[src/rtl/score_display_ctrl.sv]
// Binary score to six-digit seven-segment display controller.
// Iterative double-dabble conversion, one shift per cycle, registered outputs.
module score_display_ctrl #(
    parameter int BIN_W = 20
) (
    input  logic             clk,
    input  logic             reset,
    input  logic             load,
    input  logic [BIN_W-1:0] value,
    input  logic             blank_lz,
    output logic             busy,
    output logic             done,
    output logic [6:0]       hex0,
    output logic [6:0]       hex1,
    output logic [6:0]       hex2,
    output logic [6:0]       hex3,
    output logic [6:0]       hex4,
    output logic [6:0]       hex5
);

    typedef enum logic [1:0] {
        IDLE = 2'd0,
        CONV = 2'd1,
        OUT  = 2'd2
    } state_t;

    state_t state, state_n;

    logic [BIN_W-1:0] bin, bin_n;
    logic [BIN_W-1:0] pend_val;
    logic             pend_v;
    logic             pend_blank;
    logic             blank;
    logic [23:0]      bcd, bcd_adj, bcd_n;
    logic [4:0]       cnt;
    logic             last;
    logic [6:0]       seg_n [6];
    logic             nz;
    logic [3:0]       dig;

    function automatic logic [BIN_W-1:0] clamp(input logic [BIN_W-1:0] v);
        if (32'(v) > 32'd999999)
            return BIN_W'(32'd999999);
        return v;
    endfunction

    function automatic logic [6:0] seg(input logic [3:0] d);
        case (d)
            4'd0:    return 7'h40;
            4'd1:    return 7'h79;
            4'd2:    return 7'h24;
            4'd3:    return 7'h30;
            4'd4:    return 7'h19;
            4'd5:    return 7'h12;
            4'd6:    return 7'h02;
            4'd7:    return 7'h78;
            4'd8:    return 7'h00;
            4'd9:    return 7'h10;
            default: return 7'h7F;
        endcase
    endfunction

    assign last = (cnt == 5'(BIN_W - 1));

    // Add-3 correction on every nibble, then one left shift of {bcd, bin}
    always_comb begin
        bcd_adj = bcd;
        for (int i = 0; i < 6; i++) begin
            if (bcd[4*i +: 4] >= 4'd5)
                bcd_adj[4*i +: 4] = bcd[4*i +: 4] + 4'd3;
        end
        bcd_n = {bcd_adj[22:0], bin[BIN_W-1]};
        bin_n = {bin[BIN_W-2:0], 1'b0};
    end

    // Scan from the top digit; blank until the first nonzero digit or hex0
    always_comb begin
        nz  = 1'b0;
        dig = 4'd0;
        for (int i = 5; i >= 0; i--) begin
            dig = bcd_n[4*i +: 4];
            if (dig != 4'd0 || i == 0)
                nz = 1'b1;
            seg_n[i] = (blank && !nz) ? 7'h7F : seg(dig);
        end
    end

    always_ff @(posedge clk) begin
        if (reset)
            state <= IDLE;
        else
            state <= state_n;
    end

    always_comb begin
        state_n = state;
        case (state)
            IDLE:    if (load) state_n = CONV;
            CONV:    if (last) state_n = OUT;
            OUT:     state_n = pend_v ? CONV : IDLE;
            default: state_n = IDLE;
        endcase
    end

    always_ff @(posedge clk) begin
        if (reset) begin
            bin        <= '0;
            bcd        <= '0;
            cnt        <= '0;
            blank      <= 1'b0;
            pend_v     <= 1'b0;
            pend_val   <= '0;
            pend_blank <= 1'b0;
            busy       <= 1'b0;
            done       <= 1'b0;
            hex0       <= 7'h40;
            hex1       <= 7'h40;
            hex2       <= 7'h40;
            hex3       <= 7'h40;
            hex4       <= 7'h40;
            hex5       <= 7'h40;
        end else begin
            busy <= (state_n != IDLE);
            done <= (state == CONV) && last;
            case (state)
                IDLE: begin
                    if (load) begin
                        bin   <= clamp(value);
                        blank <= blank_lz;
                        bcd   <= '0;
                        cnt   <= '0;
                    end
                end
                CONV: begin
                    bin <= bin_n;
                    bcd <= bcd_n;
                    cnt <= cnt + 5'd1;
                    if (last) begin
                        hex0 <= seg_n[0];
                        hex1 <= seg_n[1];
                        hex2 <= seg_n[2];
                        hex3 <= seg_n[3];
                        hex4 <= seg_n[4];
                        hex5 <= seg_n[5];
                    end
                    if (load) begin
                        pend_v     <= 1'b1;
                        pend_val   <= clamp(value);
                        pend_blank <= blank_lz;
                    end
                end
                OUT: begin
                    if (pend_v) begin
                        bin   <= pend_val;
                        blank <= pend_blank;
                        bcd   <= '0;
                        cnt   <= '0;
                    end
                    // A load here refills the slot just drained
                    pend_v <= load;
                    if (load) begin
                        pend_val   <= clamp(value);
                        pend_blank <= blank_lz;
                    end
                end
                default: ;
            endcase
        end
    end

endmodule

[config.mk]
export PLATFORM = sky130hd
export DESIGN_NAME = score_display_ctrl
export DESIGN_NICKNAME = d
export VERILOG_FILES = /design/src/rtl/score_display_ctrl.sv
export SDC_FILE = /design/constraint.sdc
export NUM_CORES = 1
export LEC_CHECK = 0
export CORE_MARGIN = 2
export CORE_UTILIZATION = 48
export DETAILED_ROUTE_END_ITERATION = 16
export PLACE_DENSITY = 0.72
export SLEW_MARGIN = 20
export SYNTH_ARGS = -nofsm -noshare
export SYNTH_HDL_FRONTEND = slang
export SYNTH_SLANG_ARGS = --single-unit
[constraint.sdc]
create_clock -name clk -period 2.7 [get_ports clk]
set_input_delay 0.27 -clock clk [delete_from_list [all_inputs] [get_ports clk]]
set_output_delay 0.27 -clock clk [all_outputs]
set_load 0.1 [all_outputs]
==> run metrics, run 1 <==
status=completed; Critical Path Source=bcd[21]; simple-gate portion of the synthesized area=19.88%; layout cells sized above 1=20.87%; vias per inst=5.652; Pleak=0.003318 uW; leading area contributor after synthesis=dfxtp_1; crit path kind=register to register; max_slew headroom=44.95%; Starting Density=48.85%; distinct cell type count after synthesis=49; Synth Cell Area=6444 um2; Req. time, crit path=3040 ps; final setup vio count=0; CTS tree=done; area occupied by multi-input gates=3918 um2; chip width=119.9 um; Synth Register Bits=118; Pre-Repair DR Iteration Count=5; vias in the first global route=5,757; Syn Area/Cell=8.146 um2; most common cell after layout, fill and taps aside=dfxtp_1; Post-Synth Adder-Cell Area=9.126%; Synth Warn #=0; Mapped Cells=791; Clock transition at path regs=60 ps; Routed Antenna Nets=0; largest net degree at the start of global routing=35; I/O Buffers=67; Pwr Density=560.3 nW/um2; Layout Utilization=62.58%; Syn Nets=862; Layout Nets=956; Worst-Skew Late Latency=430 ps; placement-stage worst setup slack=-91.59 ps; Seq/Total Area, Yosys=36.66%; asr flop ratio synth=0%; final wirelength=16,960 um; Num Clock Sinks=118; worst-margin pin slew=825.8 ps; gr ovfl total=0; Slew Viols, Final=0; Max Cap Violations=0; Die Height=119.9 um; Total Routing Usage GR=23.87%; hold path start=reset; clk_skew=7.238 ps; Num CTS Buffers=17; Diodes inserted=0; Setup crit end kind=register; fin crit share=99.01%; Critical R2R Launch=bcd[21]; min-delay worst type=input pin to register; largest family of logic cells by synthesized area=compound AO/OA/AOI/OAI gates; DR vias=6,059; Worst EP arrival=3010 ps; Area contributors post-synth=dfxtp_1 (37%), ha_1 (9.1%), nor2_1 (6.3%); Site Rows=42; Post-synth EDFFs=0; cts hold-fix bufs=0; initial antenna violation count=0; dpl hpwl=11,320 um; crit path max fanout=6; root buf cell=clkbuf_16; core area=13,190 um2; Placer Congestion=0.8861; Post-DP Area=7412 um2; Register Area=2374 um2; final hold violation count=0; Remaining DRCs=0; crit path time final=2673 ps; Setup crit start kind=register; die area=14,370 um2; most frequent cells in the layout=dfxtp_1 (111), nor2_1 (109), buf_4 (100), a21oi_1 (69), nand2_1 (63); synth-to-layout area growth=28.10%; num ports=68; Post-Synth XOR/XNOR Area=1.223%; Initial DRC Count=536; first-pass GRT wire length=27,600 um; Final TNS setup=0 ps; slack of the critical path=26.62 ps; Max IR drop VDD=0.0004990 V; DR WL/cell=15.82 um; flop-to-flop setup slack=30 ps; fmax=0.3741 GHz; Yosys top cell area share=36.66%; complex-gate fraction of the synthesized area=23.32%; fillcell total=1,085; H-tree depth=4; post-route cell area=8254 um2; post-synthesis mux area share=4.951%; Synth Flop Type=dfxtp_1; Clock Tree Buf Depth=2
[cell type report]
| cell class | count | area share, % |
|---|---|---|
| clock buffers | 21 | 5.578 |
| clock inverters | 9 | 1.834 |
| multi-input cells | 592 | 47.46 |
| flip-flops and latches | 118 | 28.76 |
| repair buffers | 124 | 12.25 |
| well taps | 176 | 2.668 |
| inverters | 32 | 1.455 |
[worst paths after layout]
check                                to  depth (start not counted)
worst min register to register  bin[11]                          1
worst max-delay path            hex1[2]                         13
worst min-delay path            bin[15]                          2
worst max register to register  hex1[2]                         13
[per-layer routing]
layer	GRT usage [%]	vias up	routed length, um
met1	30.63	2871	7724
met5	0	-	0
met4	8.015	0	218
li1	-	3003	-
met3	6.606	16	846
met2	38.79	169	8172
[cells by family (layout without fill, tap and decap cells)]
kind of cell | after synthesis | count (layout)
XOR/XNOR | 9 | 9
buffers and inverters | 81 | 186
AND/OR/NAND/NOR | 278 | 278
AO/OA/AOI/OAI | 229 | 229
multiplexers | 29 | 29
flip-flops | 118 | 118
adder cells (fa/ha/maj) | 47 | 47
[through the flow]
stage                     instances  hold WS [ps]  total power, uW
after floorplan                 791         406.0             2120
after global placement         1032         433.2             2255
after global routing           1072         260.4             4771
after CTS                      1064         233.3             4647
final                          1072         248.7             4625
after detailed placement       1032         439.9             2265
[what timing repair did]
item | CTS | global route
buffers inserted | 2 | 8
cloned | 0 | 0
resized for setup | 3 | 39
setup endpoints to repair | 19 | 26
pin swaps | 2 | 12
[flip-flops by register name (all words and copies together) (netlist names)]
signal and count:
hex1 7, state 2, busy 1, hex5 7, bcd 24, pend_v 1
hex0 7, blank 1, hex3 7, cnt 5, hex2 7, pend_val 20
done 1, bin 20, hex4 7, pend_blank 1
[worst max-delay path, stage by stage, from the launching register on]
cell and delay, ps:
dfxtp_2 330, inv_2 90, ha_1 230, nand2b_4 80, a21oi_4 190, xnor2_2 100, inv_1 90, ha_2 190
nand3_2 120, or3_4 410, nor4b_4 210, buf_4 180, a2bb2oi_4 90, a311oi_2 270
[power by group]
part | leakage, uW | switching, uW | total [uW] | internal [uW]
clock | 0.000299 | 805 | 2380 | 1580
sequential | 0.000961 | 33.7 | 1830 | 1800
combinational | 0.00206 | 252 | 412 | 160
[synthesized netlist by cell type (2+ instances only)]
library cell  instances
and2_1                6
ha_1                 47
a22oi_1              37
a2bb2oi_1             3
nand2_1              63
a2111oi_0             2
a21o_1               10
nor3_1               35
nand4_1               3
o2bb2ai_1             2
nor2_1              109
clkbuf_1             42
mux2i_1              15
a21oi_1              72
nand2b_1             13
o211ai_1              8
xor2_1                3
nand3b_1              2
a311oi_1              9
buf_2                 6
inv_1                32
a211o_1               2
o21a_1               13
nor4_1                2
xnor2_1               6
a31oi_1               5
mux2_2               13
a21boi_0              2
dfxtp_1             118
o21ai_0              24
o21bai_1              4
nor3b_1               7
and3_1                3
a211oi_1             31
o221ai_1              2
nand3_1              19
nor2b_1               9
No activity file was read; power rests on OpenSTA's default activity.
==> run 2, diff against run 1 <==
Settings changed: ABC_CLOCK_PERIOD_IN_PS set to 2700, GPL_TIMING_DRIVEN set to 0, SLEW_MARGIN 20 to 15.
==> run 2 against run 1 <==
  * Final area increased by 1.1%
  * Non-clock buffer count rose by 9
  * Count of clock-buffer cells in the layout increased by 3
  * Final cell count grew 1.0%
  * Maximum frequency increased by 2.0%
  * Register-to-register slack improved by 50 ps
  * Worst hold slack improved by 200 ps
  * Clock power decreased by 3%
==> run metrics, run 2 (synthesis results as in run 1) <==
initial antenna violation count=0 (unchanged); Most flops, register=bcd; Pre-Repair DR Iteration Count=5 (unchanged); Worst-Skew Late Latency=430 ps (about the same); DR vias=6,271 (+3.5%); Placer Congestion=0.8440 (-4.8%); min-delay worst type=input pin to register; CTS tree=done; crit path max fanout=6 (unchanged); cts hold-fix bufs=0 (unchanged); first-pass GRT wire length=29,860 um (+8.2%); DR WL/cell=17.54 um (+11%); synth-to-layout area growth=29.46%; dpl hpwl=12,320 um (+8.9%); Layout Nets=965 (+0.94%); status=completed; vias in the first global route=5,842 (+1.5%); root buf cell=clkbuf_16; Max IR drop VDD=0.0004845 V (-2.9%); final wirelength=19,000 um (+12%); Initial DRC Count=551 (+2.8%); Num CTS Buffers=17 (unchanged); H-tree depth=4 (unchanged); fmax=0.3815 GHz (+2.0%); Diodes inserted=0 (unchanged); layout cells sized above 1=13.89% (-7.0 points); final setup vio count=0 (unchanged); gr ovfl total=0 (unchanged); largest net degree at the start of global routing=17 (-51%); Starting Density=48.85% (unchanged); Total Routing Usage GR=26.43% (+2.6 points); I/O Buffers=67 (unchanged); Routed Antenna Nets=0 (unchanged); clk_skew=4.333 ps (-2.906 ps); core area=13,190 um2 (unchanged); final hold violation count=0 (unchanged); Slew Viols, Final=0 (unchanged); crit path kind=register to register; most common cell after layout, fill and taps aside=dfxtp_1; Post-DP Area=7335 um2 (-1.0%); post-route cell area=8342 um2 (+1.1%); Req. time, crit path=3040 ps (about the same); vias per inst=5.790 (+2.4%); crit path time final=2621 ps (-52.24 ps); Clock transition at path regs=60 ps (about the same); Num Clock Sinks=118 (unchanged); most frequent cells in the layout=dfxtp_1 (110), nor2_1 (109), a21oi_1 (68), clkdlybuf4s50_1 (67), nand2_1 (63); Site Rows=42 (unchanged); max_slew headroom=34.49% (-10 points); Max Cap Violations=0 (unchanged); Setup crit end kind=register; max FFs per register=24 (unchanged); placement-stage worst setup slack=-551.3 ps (-459.7 ps); Pleak=0.003146 uW (-5.2%); die area=14,370 um2 (unchanged); Worst EP arrival=2960 ps (-50 ps); Remaining DRCs=0 (unchanged); num ports=68 (unchanged); chip width=119.9 um (unchanged); fin crit share=97.08% (-1.9 points); slack of the critical path=78.86 ps (+52.24 ps); RSZ-0062 raised after global routing=yes; Setup crit start kind=register; top flop regs=bcd x24, bin x20, pend_val x20; Clock Tree Buf Depth=2 (unchanged); Die Height=119.9 um (unchanged); worst-margin pin slew=979.6 ps (+153.9 ps); Pwr Density=546.9 nW/um2 (-2.4%)
==> run 2: cell count changes in the layout (fill, tap and decap cells not counted), sizes merged <==
cell           previous run  this run
clkinvlp                  1         2
buf                     102        26
clkbuf                   21        64
clkdlybuf4s50            22        67
bufinv                    4         2
==> run 2: what timing repair did <==
action                                  CTS  global route
setup buffers                            14             5
gates resized for setup                  35            31
endpoints found under the setup margin   35            42
cloned                                    0             0
pin swaps                                12            13
==> run 2: final timing paths <==
check	from	to	slack (ps)	depth (start not counted)
setup reg to reg	bcd[16]	hex1[2]	80	13
hold / removal	blank_lz	pend_blank	450	3
setup / recovery	bcd[16]	hex1[2]	80	13
hold reg to reg	bin[12]	bin[12]	450	1
==> run 2: per-stage QoR <==
stage	setup TNS [ps]	utilization [%]	power, uW	hold slack [ps]	std cells
after floorplan	0	-	2120	406.0	791
after global placement	-8548	55.61	2264	435.1	1034
after detailed placement	-10050	55.61	2268	440.0	1034
after CTS	0	62.03	4551	449.0	1079
after global routing	-32.33	63.24	4709	463.6	1083
final	0	63.24	4562	447.2	1083
==> run 2: power by group <==
group | total (uW) | switching, uW | internal [uW]
Combinational | 421 | 272 | 149
Clock | 2310 | 835 | 1470
Sequential | 1830 | 35.2 | 1800
Total | 4560 | 1140 | 3420
==> run 2: final cells by class <==
cell class / count / area (um2)
fillers: 1143 / 4848
multi-input cells: 592 / 4026
flip-flops and latches: 118 / 2375
repair buffers: 86 / 817.0
clock buffers: 24 / 501.7
well taps: 176 / 220.2
plain buffers: 47 / 186.4
inverters: 32 / 120.1
clock inverters: 8 / 95.09
==> run 2: layer usage <==
layer	GRT usage (%)	part of all wire (%)
met5	0	0
met4	8.971	1.6
met3	6.749	6.4
met2	41.04	46
met1	35.81	46
==> run 2: worst max-delay path, stage by stage, from the launching register on <==
cell	delay [ps]
dfxtp_2	350
inv_1	130
ha_4	180
nand2b_4	60
a21oi_2	210
xnor2_2	130
inv_2	100
ha_4	150
nand3_4	80
or3_4	380
nor4b_4	230
buf_6	170
a2bb2oi_4	90
a311oi_1	250
==> run 3, diff against run 2 <==
Settings changed: CORE_UTILIZATION 48 to 52, PLACE_DENSITY 0.72 to 0.77, SLEW_MARGIN 15 to not set.
==> run 3 against run 2 <==
  * Via count rose by 3.0%
  * Final cell count shrank 0.37%
  * Final area increased by 1.5%
  * Sequential share of layout area decreased by 0.39 points
  * Sequential power about the same
  * Combinational power grew 1%
  * Clock power increased by 10%
==> run metrics, run 3 (synthesis results as in run 1) <==
crit path max fanout=6 (unchanged); Num Clock Sinks=118 (unchanged); Worst-Skew Late Latency=430 ps (about the same); max incr delay on CP=390 ps (about the same); cts hold-fix bufs=0 (unchanged); dpl hpwl=12,980 um (+5.3%); Critical R2R Launch=bcd[17]; hold path start=bin[12]; Clock transition at path regs=50 ps (about the same); min-delay worst type=register to register; Layout Nets=969 (+0.41%); Pre-Repair DR Iteration Count=6 (+1); area occupied by multi-input gates=4064 um2 (+0.93%); vias per inst=5.985 (+3.4%); clk_skew=7.988 ps (+3.655 ps); R2R depth=13 (unchanged); Placed Cells=1,026 (-0.77%); Clock Tree Buf Depth=2 (unchanged); Critical Path Source=bcd[17]; Post-DP Area=7325 um2 (-0.14%); Die Height=115.3 um (-3.8%); Remaining DRCs=0 (unchanged); reg2reg end=hex1[5]; max FFs per register=24 (unchanged); Initial DRC Count=576 (+4.5%); vias in the first global route=6,444 (+10%); hold path cells=1 (-2); layout cells sized above 1=13.94% (+0.049 points); fin crit share=97.42% (+0.35 points); max_slew headroom=33.01% (-1.5 points); Max IR drop VDD=0.0004209 V (-13%); most frequent cells in the layout=dfxtp_1 (111), nor2_1 (109), a21oi_1 (68), clkdlybuf4s50_1 (67), nand2_1 (63); Pwr Density=566.5 nW/um2 (+3.6%); Final TNS setup=0 ps (unchanged); I/O Buffers=67 (unchanged); initial antenna violation count=0 (unchanged); chip width=115.3 um (-3.8%); flop-to-flop setup slack=70 ps (about the same); Placer Congestion=0.8856 (+4.9%); Setup crit start kind=register; Finished Layout Cells=1,079 (-0.37%); Max Cap Violations=0 (unchanged); Num CTS Buffers=17 (unchanged); Worst Path Buf+Inv=3 (unchanged); post-route cell area=8471 um2 (+1.5%); DR WL/cell=18.15 um (+3.5%); most common cell after layout, fill and taps aside=dfxtp_1; Layout Utilization=70.23% (+7.0 points); crit path time final=2630 ps (+9.321 ps); root buf cell=clkbuf_16; Diodes inserted=0 (unchanged); Req. time, crit path=3030 ps (about the same); status=completed; Starting Density=53.42% (+4.6 points); largest net degree at the start of global routing=17 (unchanged); family with the most delay on the worst path=simple AND/OR/NAND/NOR gates; DR vias=6,458 (+3.0%); number of cells on the critical path=13 (unchanged); Routed Antenna Nets=0 (unchanged); final setup vio count=0 (unchanged); most frequent CP cell=inv_2; Site Rows=40 (-4.8%); fillcell total=910 (-20%); Setup crit end kind=register; num ports=68 (unchanged); die area=13,300 um2 (-7.4%); worst-margin pin slew=1002 ps (+22.05 ps); critical-path cell list=inv_2, ha_1, nand2b_4, a21oi_4, xnor2_2, inv_2, ha_4, nand3_2, or3_4, nor4b_4, buf_6, a2bb2oi_4, a311oi_2; top flop regs=bcd x24, bin x20, pend_val x20; synth-to-layout area growth=31.46%; gr ovfl total=0 (unchanged); first-pass GRT wire length=30,770 um (+3.1%); Worst EP arrival=2960 ps (about the same); Most flops, register=bcd; CTS tree=done; core area=12,060 um2 (-8.6%); fmax=0.3802 GHz (-0.35%); Pleak=0.003222 uW (+2.4%); H-tree depth=4 (unchanged); final hold violation count=0 (unchanged); crit path kind=register to register; Register Area=2379 um2 (+0.16%); Critical Path Slowest Stage Cell=or3_4; hold endpoint=bin[12]; Slew Viols, Final=0 (unchanged); Total Routing Usage GR=29.49% (+3.1 points); final wirelength=19,590 um (+3.1%)
-- run 3: cell types whose count changed in the layout (fill, tap and decap cells not counted), moves of 3 or more --
cell,before,now
a211oi_1,28,31
a211oi_2,3,0
buf_4,18,22
bufinv_16,2,5
dfxtp_2,7,4
ha_1,38,41
ha_2,4,1
-- run 3: worst max path at each step --
stage,to,slack (ps)
after CTS,bcd[21],0.4
final,hex1[5],70
after global placement,hex3[0],-370
after floorplan,hex1[2],4
after global routing,hex1[5],-30
after detailed placement,hex1[5],-440
-- run 3: cell type report --
cell class / instances / area share (%)
Buffer: 47 / 2.216
Clock buffer: 23 / 5.761
Clock inverter: 9 / 2.009
Inverter: 32 / 1.477
Multi-Input combinational cell: 592 / 47.98
Sequential cell: 118 / 28.08
Tap cell: 168 / 2.482
Timing Repair Buffer: 90 / 10.00
-- run 3: worst reg2reg max path: cells and delay by family (launching register included) --
| kind | cells | cell delay (ps) |
|---|---|---|
| AO/OA/AOI/OAI | 3 | 570 |
| XOR/XNOR | 1 | 120 |
| adder cells (fa/ha/maj) | 2 | 310 |
| buffers and inverters | 3 | 330 |
| flip-flops | 1 | 360 |
| AND/OR/NAND/NOR | 4 | 870 |
-- run 3: what timing repair did --
item	4_1_cts	5_1_grt
buffers inserted	12	11
pin swaps	12	12
gates resized for setup	40	35
setup endpoints to repair	27	48
-- run 3: where the power goes --
part | internal (uW) | switching [uW]
registers | 1800 | 36.7
clock network | 1730 | 810
logic | 148 | 278
-- run 3: layer usage --
| metal | part of all wire [%] | GRT usage [%] | vias up |
|---|---|---|---|
| li1 | - | - | 3020 |
| met1 | 41 | 35.72 | 3104 |
| met2 | 49 | 49.79 | 271 |
| met3 | 6.9 | 6.695 | 63 |
| met4 | 2.8 | 13.49 | 0 |
| met5 | 0 | 0 | - |
-- run 3: metrics by stage --
| step | power [uW] | hold WS, ps | setup WS, ps |
|---|---|---|---|
| final | 4799 | 452.3 | 69.54 |
| after global routing | 4925 | 481.7 | -31.92 |
| after CTS | 4783 | 455.1 | 0.4228 |
| after detailed placement | 2271 | 443.0 | -442.5 |
| after global placement | 2256 | 435.7 | -371.3 |
| after floorplan | 2120 | 406.0 | 3.981 |
